$ cat src/rtl/rs232_pkg.sv
// Shared RS-232 definitions: frame FSM states and parity-mode encodings,
// kept here so a future receiver can reuse them.
package rs232_pkg;

    typedef enum logic [2:0] {
        ST_IDLE   = 3'd0,
        ST_START  = 3'd1,
        ST_DATA   = 3'd2,
        ST_PARITY = 3'd3,
        ST_STOP   = 3'd4
    } rs232_state_e;

    typedef enum logic [1:0] {
        PAR_NONE     = 2'b00,
        PAR_EVEN     = 2'b01,
        PAR_ODD      = 2'b10,
        PAR_NONE_ALT = 2'b11
    } rs232_parity_e;

    localparam int MAX_DATA_BITS = 9;

    function automatic logic parity_enabled(input rs232_parity_e mode);
        return (mode == PAR_EVEN) || (mode == PAR_ODD);
    endfunction

    // Zero-extended data leaves the XOR reduction unchanged.
    function automatic logic parity_bit(input logic [MAX_DATA_BITS-1:0] data,
                                        input rs232_parity_e mode);
        return (^data) ^ (mode == PAR_ODD);
    endfunction

endpackage

$ cat src/rtl/rs232_fifo.sv
// Transmit FIFO: first-word-fall-through head, registered full/level,
// writes ignored while full, pops ignored while empty.
module rs232_fifo #(
    parameter int DEPTH = 16,
    parameter int WIDTH = 8
) (
    input  logic                   clock,
    input  logic                   reset_n,
    input  logic [WIDTH-1:0]       wdata_i,
    input  logic                   we_i,
    input  logic                   pop_i,
    output logic [WIDTH-1:0]       rdata_o,
    output logic                   full_o,
    output logic [$clog2(DEPTH):0] level_o
);
    localparam int AW = $clog2(DEPTH);
    localparam logic [AW:0] FULL_LVL = (AW + 1)'(DEPTH);

    logic [WIDTH-1:0] mem_q [DEPTH];
    logic [AW-1:0]    wptr_q, wptr_d;
    logic [AW-1:0]    rptr_q, rptr_d;
    logic [AW:0]      level_q, level_d;
    logic             full_q, full_d;
    logic             push, pop;

    assign push = we_i & ~full_q;
    assign pop  = pop_i & (level_q != '0);

    always_comb begin
        wptr_d  = wptr_q;
        rptr_d  = rptr_q;
        level_d = level_q;
        if (push) wptr_d = wptr_q + 1'b1;
        if (pop)  rptr_d = rptr_q + 1'b1;
        case ({push, pop})
            2'b10:   level_d = level_q + 1'b1;
            2'b01:   level_d = level_q - 1'b1;
            default: level_d = level_q;
        endcase
        full_d = (level_d == FULL_LVL);
    end

    always_ff @(posedge clock or negedge reset_n) begin
        if (!reset_n) begin
            wptr_q  <= '0;
            rptr_q  <= '0;
            level_q <= '0;
            full_q  <= 1'b0;
        end else begin
            wptr_q  <= wptr_d;
            rptr_q  <= rptr_d;
            level_q <= level_d;
            full_q  <= full_d;
        end
    end

    always_ff @(posedge clock) begin
        if (push) mem_q[wptr_q] <= wdata_i;
    end

    assign rdata_o = mem_q[rptr_q];
    assign full_o  = full_q;
    assign level_o = level_q;

endmodule

$ cat src/rtl/rs232tx_buf.sv
// Buffered RS-232 transmitter: FIFO feeding a start/data/parity/stop frame FSM.
// Parity support is compiled in only when RS232TX_PARITY_EN is defined.
module rs232tx_buf
    import rs232_pkg::*;
#(
    parameter int FREQUENCY = 50000000,
    parameter int BPS       = 115200,
    parameter int DATA_BITS = 8,
    parameter int STOP_BITS = 1,
    parameter int DEPTH     = 16
) (
    input  logic                   clock,
    input  logic                   reset_n,
    input  logic [DATA_BITS-1:0]   d,
    input  logic                   we,
    input  logic [1:0]             parity_mode,
    output logic                   serial_out,
    output logic                   full,
    output logic                   busy,
    output logic [$clog2(DEPTH):0] level,
    output logic                   overflow
);
    localparam int PERIOD = (FREQUENCY + BPS / 2) / BPS;
    localparam int CNT_W  = (PERIOD > 2) ? $clog2(PERIOD) : 1;
    localparam logic [CNT_W-1:0] CNT_LAST  = CNT_W'(PERIOD - 1);
    localparam logic [3:0]       DATA_LAST = 4'(DATA_BITS - 1);
    localparam logic [3:0]       STOP_LAST = 4'(STOP_BITS - 1);

    if (PERIOD < 2) begin : g_bad_period
        $error("rs232tx_buf: bit period below 2 clock cycles");
    end
    if (DATA_BITS < 5 || DATA_BITS > MAX_DATA_BITS) begin : g_bad_data_bits
        $error("rs232tx_buf: DATA_BITS must be 5..9");
    end
    if (STOP_BITS < 1 || STOP_BITS > 2) begin : g_bad_stop_bits
        $error("rs232tx_buf: STOP_BITS must be 1 or 2");
    end
    if (DEPTH < 2 || (DEPTH & (DEPTH - 1)) != 0) begin : g_bad_depth
        $error("rs232tx_buf: DEPTH must be a power of two, at least 2");
    end

    logic [DATA_BITS-1:0] head;
    logic                 pop;

    rs232_fifo #(
        .DEPTH (DEPTH),
        .WIDTH (DATA_BITS)
    ) u_fifo (
        .clock   (clock),
        .reset_n (reset_n),
        .wdata_i (d),
        .we_i    (we),
        .pop_i   (pop),
        .rdata_o (head),
        .full_o  (full),
        .level_o (level)
    );

    rs232_state_e         state_q, state_d;
    logic [CNT_W-1:0]     cnt_q, cnt_d;
    logic [3:0]           idx_q, idx_d;
    logic [DATA_BITS-1:0] shift_q, shift_d;
    logic                 line_q, line_d;
    logic                 bit_end, load;
`ifdef RS232TX_PARITY_EN
    logic                 par_en_q, par_en_d;
    logic                 par_bit_q, par_bit_d;
`else
    logic                 unused_parity_mode;
    assign unused_parity_mode = ^parity_mode;
`endif

    assign bit_end = (cnt_q == CNT_LAST);

    always_comb begin
        state_d = state_q;
        cnt_d   = cnt_q;
        idx_d   = idx_q;
        shift_d = shift_q;
        line_d  = line_q;
        load    = 1'b0;
`ifdef RS232TX_PARITY_EN
        par_en_d  = par_en_q;
        par_bit_d = par_bit_q;
`endif
        if (state_q != ST_IDLE) cnt_d = bit_end ? '0 : cnt_q + 1'b1;

        case (state_q)
            ST_IDLE: begin
                if (level != '0) load = 1'b1;
            end
            ST_START: begin
                if (bit_end) begin
                    state_d = ST_DATA;
                    idx_d   = '0;
                    line_d  = shift_q[0];
                end
            end
            ST_DATA: begin
                if (bit_end) begin
                    if (idx_q == DATA_LAST) begin
                        idx_d = '0;
`ifdef RS232TX_PARITY_EN
                        if (par_en_q) begin
                            state_d = ST_PARITY;
                            line_d  = par_bit_q;
                        end else begin
                            state_d = ST_STOP;
                            line_d  = 1'b1;
                        end
`else
                        state_d = ST_STOP;
                        line_d  = 1'b1;
`endif
                    end else begin
                        idx_d   = idx_q + 1'b1;
                        shift_d = shift_q >> 1;
                        line_d  = shift_q[1];
                    end
                end
            end
`ifdef RS232TX_PARITY_EN
            ST_PARITY: begin
                if (bit_end) begin
                    state_d = ST_STOP;
                    idx_d   = '0;
                    line_d  = 1'b1;
                end
            end
`endif
            ST_STOP: begin
                if (bit_end) begin
                    if (idx_q == STOP_LAST) begin
                        // Back-to-back frames: next start bit follows the last stop bit directly.
                        if (level != '0) begin
                            load = 1'b1;
                        end else begin
                            state_d = ST_IDLE;
                            line_d  = 1'b1;
                        end
                    end else begin
                        idx_d = idx_q + 1'b1;
                    end
                end
            end
            default: begin
                state_d = ST_IDLE;
                line_d  = 1'b1;
            end
        endcase

        if (load) begin
            state_d = ST_START;
            cnt_d   = '0;
            idx_d   = '0;
            shift_d = head;
            line_d  = 1'b0;
`ifdef RS232TX_PARITY_EN
            par_en_d  = parity_enabled(rs232_parity_e'(parity_mode));
            par_bit_d = parity_bit(MAX_DATA_BITS'(head), rs232_parity_e'(parity_mode));
`endif
        end
    end

    assign pop = load;

    always_ff @(posedge clock or negedge reset_n) begin
        if (!reset_n) begin
            state_q <= ST_IDLE;
            cnt_q   <= '0;
            idx_q   <= '0;
            line_q  <= 1'b1;
`ifdef RS232TX_PARITY_EN
            par_en_q <= 1'b0;
`endif
        end else begin
            state_q <= state_d;
            cnt_q   <= cnt_d;
            idx_q   <= idx_d;
            line_q  <= line_d;
`ifdef RS232TX_PARITY_EN
            par_en_q <= par_en_d;
`endif
        end
    end

    always_ff @(posedge clock) begin
        shift_q <= shift_d;
`ifdef RS232TX_PARITY_EN
        par_bit_q <= par_bit_d;
`endif
    end

    assign serial_out = line_q;
    assign busy       = (state_q != ST_IDLE) || (level != '0);
    assign overflow   = we & full;

endmodule

$ cat config.mk
export PLATFORM = sky130hd
export DESIGN_NAME = rs232tx_buf
export DESIGN_NICKNAME = d
export VERILOG_FILES = /design/src/rtl/rs232_pkg.sv /design/src/rtl/rs232_fifo.sv /design/src/rtl/rs232tx_buf.sv
export SDC_FILE = /design/constraint.sdc
export NUM_CORES = 1
export LEC_CHECK = 0
export CAP_MARGIN = 5
export CORE_MARGIN = 5
export CORE_UTILIZATION = 35
export DETAILED_ROUTE_END_ITERATION = 8
export DONT_BUFFER_PORTS = 1
export PLACE_DENSITY = 0.51
export SETUP_SLACK_MARGIN = 0.05
export SYNTH_ARGS = -nofsm -noshare
export SYNTH_HDL_FRONTEND = slang
export SYNTH_SLANG_ARGS = --single-unit
$ cat constraint.sdc
create_clock -name clock -period 4.2 [get_ports clock]
set_input_delay 0.42 -clock clock [delete_from_list [all_inputs] [get_ports clock]]
set_output_delay 0.42 -clock clock [all_outputs]
set_load 0.05 [all_outputs]
==> impl.org, run 1 <==
** Synthesis
- After synthesis the netlist holds a flip-flop and latch count of approximately 170.
- Post-synthesis cell count :: between 400 and 500
- Sequential fraction of the synthesis area :: 0.672
- Leading area contributor after synthesis :: edfxtp_1
- Post-Synth Adder-Cell Area :: 0.0208
- After synthesis the cells add up to around 7200 µm².
- Synthesis produced a netlist with a net count of about 470.
- Post-synthesis compound-gate area fraction :: 0.0464
- For this run, the number of Yosys warnings is 0.
- Number of enable-type register cells in the synthesized netlist :: approximately 140
- Proportion of register bits with asynchronous set or reset after synthesis :: 0.186
- Multiplexer share of the synthesized area :: 0.130
- Of the total synthesized cell area, the portion taken by AND, OR, NAND and NOR gates is 0.0955.
- Xor-xnor portion of the synthesized cell area :: 0.0170
- Top_reg_cell synth :: edfxtp_1
- Mean instance size in the synthesized netlist :: 16.3 µm²
- Combinational family with the most area after synthesis :: multiplexers
- Yosys attributes the largest share of cell area to edfxtp_1 (56%), mux4_2 (12%), dfrtp_1 (10%).
- Cell types with the highest counts after synthesis :: edfxtp_1 (136), nand2_1 (43), mux4_2 (40)
- Yosys instantiated no cell more often than edfxtp_1.
- Cell variety after synth :: 54
- Yosys top cell area share :: 0.565

** STA
- Fin Setup TNS :: 0 ps
- The total count of max-transition violations in the final report came to 0.
- Headroom to the max-slew limit came out at 0.540.
- Setup violations remaining at the end of the flow were counted as 0.
- Unrepaired setup endpoints after global routing :: no
- Clock Skews :: between 10 and 15 ps
- Maximum clock frequency :: between 0.2 and 0.3 GHz
- The final hold violation count was 0.
- Final cycle utilization of the critical path :: 0.820
- For the pin with the worst max-slew slack, the measured transition is roughly 690 ps.
- The clock period could shrink to 3440 ps.

** Clocking
- Counting along the longest clock path gives a buffer depth of 2.
- Clock latency on the worst-skew pair, taken at its later pin, is 420 ps.
- Clock transition at the registers of the reported paths :: approximately 70 ps
- The cell sitting at the root of the clock tree is a clkbuf_16.
- Number of buffers created by CTS :: 17
- TritonCTS built the clock tree.
- Sinks on the clock net :: between 150 and 200
- The H-tree generated during clock tree synthesis spans 4 levels.

** Route
- The first routing iteration left ~190 violations.
- Dividing the detail-routed wire length by the instance count gives between 15 and 20 µm.
- After detailed routing, the number of vias per cell comes to slightly above 5.
- DR pass1 iterations :: 4
- Total Routed Length :: approximately 14000 µm
- The detail route stage leaves a number of antenna-violating nets equal to 0.
- DRC errors left :: 0
- The final route contains approximately 3800 vias.

** Setup path
- WS Path Type :: reg2reg
- Critical path fanouts, max :: 4
- CP max-delay cell :: dfrtp_1
- Endpoint arrival time on the critical path :: roughly 3700 ps
- Data required time of the worst path :: 4500 ps
- Critical Path Sink Type :: register
- Traced cell by cell, the critical path runs through inv_1 -> ha_1 -> nor3b_1 -> a31oi_1 -> or3_1 -> inv_1 -> ha_1 -> a21oi_1 -> or4_1 -> nor3_1 -> o41ai_1 -> mux2i_1 -> a2111oi_2.
- STA classifies the critical path startpoint as a register.
- Peak per-stage delay on the critical path :: 420 ps

** Finish
- Fraction of final layout cells sized beyond drive strength 1 :: 0.211
- Antenna cell count :: 0
- From synthesis to final layout, the design area changed by 13.1%.
- Final Util :: 0.403
- The finished cells cover around 8200 µm².
- Post-route non-filler standard cell count :: 740
- Net count reported at finish :: around 480

** Floorplan
- Top-level port count :: 22
- The floorplan step defined a die boundary enclosing approximately 24000 µm².
- Horizontal die dimension :: approximately 150 µm
- Floorplan core area :: roughly 20000 µm²
- The initialized floorplan defines 52 standard-cell rows.
- Die Y-Extent :: 154 µm
- Initial standard-cell utilization of the core :: 0.356

** Place
- Number of port buffers :: 0
- GPL Wtd Cong :: 0.811
- Post-placement cell count :: 705
- In this run the cell area measured after placement is 7570 µm².
- Post-detailed-placement half-perimeter wirelength :: between 9000 and 10000 µm

** Pwr
- For this design the static power due to leakage is roughly 2.8 nW.
- Dividing total power by cell area gives a power density of approximately 630 nW/µm².
- Across the VDD grid, the largest voltage drop is roughly 0.29 mV.

** Global routing
- Number of global-route vias before repair :: a little under 4000
- Total overflow reported by the global router :: 0
- Pin count of the biggest net entering global routing :: 36
- The number of antenna violations at the first check in global routing came to 0.
- The first global-routing pass estimated around 23000 µm of wire.
- Across every metal layer, demand over resource in global routing totals 0.127.

** Job
- Max Cap Viol :: 0

** Min path
- The path class of the tightest hold or removal check is in2reg.

** Status
- The run finished with clean final reports.
## path summary, 6_finish.rpt
kind / depth (start not counted) / start / slack, ps / endpoint
worst max register to register: 13 / idx_q[0]$_DFFE_PN0P_ / 760 / u_fifo.full_o$_DFF_PN0_
worst min-delay path: 0 / d[6] / 90 / u_fifo.mem_q[7][6]$_DFFE_PP_
worst max-delay path: 13 / idx_q[0]$_DFFE_PN0P_ / 760 / u_fifo.full_o$_DFF_PN0_
worst min register to register: 1 / cnt_q[8]$_DFFE_PN0P_ / 490 / cnt_q[8]$_DFFE_PN0P_
min in group asynchronous: 2 / reset_n / 440 / u_fifo.level_o[3]$_DFF_PN0_
max in group asynchronous: 2 / reset_n / 3510 / serial_out$_DFFE_PN1P_
## state kept, by name, summed over array words and instances (netlist names)
| register | flops |
|---|---|
| cnt_q | 9 |
| idx_q | 4 |
| serial_out | 1 |
| shift_q | 8 |
| state_q | 3 |
| u_fifo.full_o | 1 |
| u_fifo.level_o | 5 |
| u_fifo.mem_q | 128 |
| u_fifo.rptr_q | 4 |
| u_fifo.wptr_q | 4 |
## cell families after synthesis
kind of cell               Yosys count
muxes                               44
DFF                                167
AOI/OAI and AO/OA                   49
buffers and inverters               31
xor gates and xnor gates            14
and+or+nand+nor                    127
adders and majority gates           12
## critical path: cells and delay by family, from the launching register on
family,cells,cell delay [ps]
AND/OR/NAND/NOR,4,1400
AO/OA/AOI/OAI,4,860
flip-flops,1,420
adder cells (fa/ha/maj),2,330
buffers and inverters,2,160
multiplexers,1,150
## metal layers
layer  vias to the layer above  track usage  share of wire
li1                       1759            -              -
met1                      1965        0.172           0.48
met2                        42        0.202           0.48
met3                         7       0.0393          0.029
met4                         0       0.0315         0.0090
met5                         -            0              0
## power by group
group	leakage [nW]	total, W	internal, W	switching, W
Combinational	0.869	0.00134	0.000643	0.000692
Sequential	1.62	0.00228	0.00203	0.000244
Clock	0.264	0.00151	0.000834	0.000677
## layout by cell type, fill, tap and decap left out, types with 5 or more instances in the layout
cell type,n
nor3_1,7
edfxtp_1,136
xnor2_1,11
buf_4,11
nand2_1,43
inv_1,10
a21oi_1,5
mux4_2,40
nand4_1,6
nor2_1,12
nor2b_1,5
dfrtp_1,29
ha_1,12
clkbuf_16,17
nand3_1,6
clkinvlp_4,5
and2_1,22
o21ai_0,16
o31ai_1,5
## area by class of cell
| class | count | area (µm²) |
|---|---|---|
| inverters | 11 | 43.8 |
| multi-input cells | 246 | 2240 |
| fillers | 1853 | 12100 |
| repair buffers | 14 | 118 |
| flip-flops and latches | 167 | 4860 |
| well taps | 270 | 338 |
| clock inverters | 13 | 143 |
| clock buffers | 19 | 433 |
## stage by stage
stage | power (W) | worst slack [ps] | hold slack [ps]
floorplan | 0.00328 | 724 | 124
global placement | 0.00364 | 824 | 126
detailed placement | 0.00367 | 787 | 126
CTS | 0.00520 | 734 | 65.2
global route | 0.00540 | 504 | 51.8
finish | 0.00512 | 756 | 86.6
## repair_timing
item | CTS | global route
setup buffers | 0 | 0
gates resized for setup | 0 | 0
hold buffers | 2 | 0
endpoints found under the hold margin | 31 | 0
(Power assumes the default switching activity.)
==> inputs of run 2 (changes only) <==
Settings changed: PLACE_DENSITY 0.51 to 0.53.
Clock period 4.2 ns to 3.05 ns, I/O delays scaled along.
==> run 2 against run 1 <==
Global-route usage is 0.16 points lower. Sequential power grew 34%. The flow now finishes with violations (setup timing). Routed wire length fell by 2.3%. Count of clock-buffer cells in the layout fell by 2. First-iteration DRC count is 19% higher. Clock skew increased by 3.6 ps.
==> impl.org, run 2 (synthesis results as in run 1) <==
** Status
- Result of the run :: finished, violations left
- Violated checks :: setup timing

** Finish
- Relative to the synthesized area, the layout overhead comes to 18.9%.
- Most common cell after layout, fill and taps aside :: edfxtp_1
- The register with the most flip-flops in the layout has approximately 130 of them.
- Largest regs :: u_fifo.mem_q: 128 flops, cnt_q: 9 flops, shift_q: 8 flops
- At the end of the flow, the number of nets in the layout was 511.
- The count of cells in the finished layout, fillers not included, comes to 770.
- Measured on the finished design, the core utilization comes to 0.424.
- Fraction of final layout cells sized beyond drive strength 1 :: 0.277
- The filler cells instantiated in the layout total about 1900.
- Leaving out fill and tap cells, the most frequent cells in the layout are edfxtp_1 (136), nand2_1 (43), mux4_2 (40).
- Register ranked first by flip-flop count :: u_fifo.mem_q

** Route
- Dividing the detail-routed via count by the number of cells gives between 5 and 6.
- Total Routed Length :: 14100 µm
- Iteration-0 DRC count of the detailed router :: between 200 and 250
- Summing over every cut layer, the via total after detailed routing is roughly 3900.
- DR pass1 iterations :: 4
- Number of nets still failing antenna checks after routing :: 0
- DRC errors left :: 0
- Dividing the detail-routed wire length by the instance count gives ~18 µm.

** STA
- The worst path in the final design needs a cycle of slightly above 3000 ps, including I/O delays and setup.
- For this run, the top clock speed supported by timing is 0.324 GHz.
- Count of final setup violators :: 1
- Hold is met by between 300 and 400 ps.
- Setup repair after global routing could not meet its margin everywhere.
- For the pin with the worst max-slew slack, the measured transition is about 1200 ps.
- The final hold violation count was 0.
- The clock arrives with around 16 ps of skew.
- The total count of max-transition violations in the final report is 0.
- Worst slew slack as a fraction of its limit :: 0.178
- In the post-route analysis, the smallest setup slack over all paths is -35.1 ps.
- In the finished design, the share of the clock period the worst path needs comes to 1.01.

** Clocking
- The longest clock path from root to sink contains 2 buffers.
- H-tree Lvls :: 4
- Clock latency reported for the late side of the worst-skew pair :: 420 ps
- Sinks on the clock net :: 167
- TritonCTS built the clock tree.
- In this run, CTS created clock tree buffers numbering 17.
- The tree is rooted in a clkbuf_16.
- Clock transition at the registers of the reported paths :: approximately 70 ps

** Setup path
- Counting cells, the worst reg-to-reg path comes to 14.
- The worst setup path is launched from a register.
- Critical path fanouts, max :: 3
- STA puts the critical path data arrival time at 3380 ps.
- STA puts the critical path data required time at 3350 ps.
- Last element of the critical path :: u_fifo.full_o$_DFF_PN0_
- The worst setup path is captured at a register.
- The setup check on the worst reg-to-reg path leaves a slack of -40 ps.
- The worst register-to-register path begins at cnt_q[1]$_DFFE_PN0P_.
- The critical path starts at cnt_q[1]$_DFFE_PN0P_.
- The endpoint identified for the worst register-to-register timing path is u_fifo.full_o$_DFF_PN0_.
- WS Path Type :: reg2reg

** Global routing
- Total routing usage reported by global routing :: 0.126
- Total overflow reported by the global router :: 0
- In the global route stage, met3 resource usage came out at 0.0323.
- In the global route stage, met2 resource usage came out at 0.200.
- The number of antenna violations at the first check in global routing was 1.
- Entering global routing, the biggest net connects 36 pins.
- Global-route wire length before repair :: about 23000 µm
- Busiest metal layer after global routing :: met2
- Number of global-route vias before repair :: roughly 4000
- In the global route stage, met1 resource usage came out at 0.173.

** Pwr
- Dividing total power by cell area gives a power density of 857 nW/µm².
- VDD sags by at most around 0.42 mV.
- The completed layout was analyzed and its total power is 0.00737 W.
- Static leakage :: a little under 3 nW

** Min path
- The min-delay analysis places its worst path in the category in2async.

** Floorplan
- After floorplanning, the core was divided into 52 placement rows.
- For this configuration, the core starts out at a cell density of 0.356.
- Top-level port count :: 22
- Die Y-Extent :: between 150 and 200 µm
- Die Footprint :: approximately 24000 µm²
- The total area inside the core boundary comes to slightly above 20000 µm².
- Horizontal die dimension :: around 150 µm

** Job
- Across the run, the number of max-cap violations was 0.

** Place
- The congestion estimate from routability-driven global placement came to slightly below 0.8.
- Post-placement cell count :: about 720
- Post-detailed-placement half-perimeter wirelength :: about 9500 µm
- The count of buffers added on input and output ports is 0.
- Minimum setup slack after placement :: -27.5 ps
==> run 2: how the worst min path moves through the flow <==
stage	startpoint	endpoint	slack [ps]
after floorplan	reset_n	cnt_q[0]$_DFFE_PN0P_	9
after global placement	reset_n	u_fifo.level_o[3]$_DFF_PN0_	10
after detailed placement	reset_n	u_fifo.level_o[3]$_DFF_PN0_	10
after CTS	reset_n	u_fifo.wptr_q[0]$_DFFE_PN0P_	370
after global routing	reset_n	u_fifo.wptr_q[0]$_DFFE_PN0P_	380
final	reset_n	u_fifo.wptr_q[0]$_DFFE_PN0P_	380
==> run 2: area by class of cell <==
cell class                 instances  area, µm²  area share
sequential                       167       4860       0.566
multi-input combinational        246       2350       0.274
clock buffer                      17        425      0.0495
timing repair buffer              43        387      0.0449
tap                              270        338      0.0393
clock inverter                    15        184      0.0214
inverter                          11       46.3     0.00538
antenna                            1       2.50    0.000291
==> run 2: what timing repair did <==
action	CTS	global route
hold buffers	10	0
pin swaps	0	8
setup buffers	0	4
setup endpoints to repair	1	2
gates resized for setup	1	13
cloned	0	0
endpoints found under the hold margin	159	0
==> run 2: stage by stage <==
stage / cell area (µm²) / setup TNS, ps
CTS: 8500 / -58.9
finish: 8600 / -35.1
global placement: 7780 / 0
global route: 8600 / -209
detailed placement: 7780 / -27.5
floorplan: 7290 / 0
==> run 2: critical path: stages (launching register included) <==
cell and delay, ps:
dfrtp_1 370, inv_2 50, ha_1 170, and4b_2 280, buf_6 130, a31o_4 230, nand3_4 80, xnor2_2 110
ha_2 210, a21oi_2 40, or4_4 430, nor3_4 210, or4_1 130, nand4_1 140, a2111oi_2 390
==> run 2: report_power, final <==
group          total (W)  leakage (nW)  internal (W)  switching, W
sequential       0.00306          1.62       0.00280      0.000259
combinational    0.00211          1.03       0.00103       0.00109
clock            0.00220         0.298       0.00125      0.000949
==> run 2: routing by layer <==
layer	part of all wire	wire (µm)
met1	0.46	6540
met2	0.49	6950
met3	0.034	485
met4	0.0077	108
met5	0	0
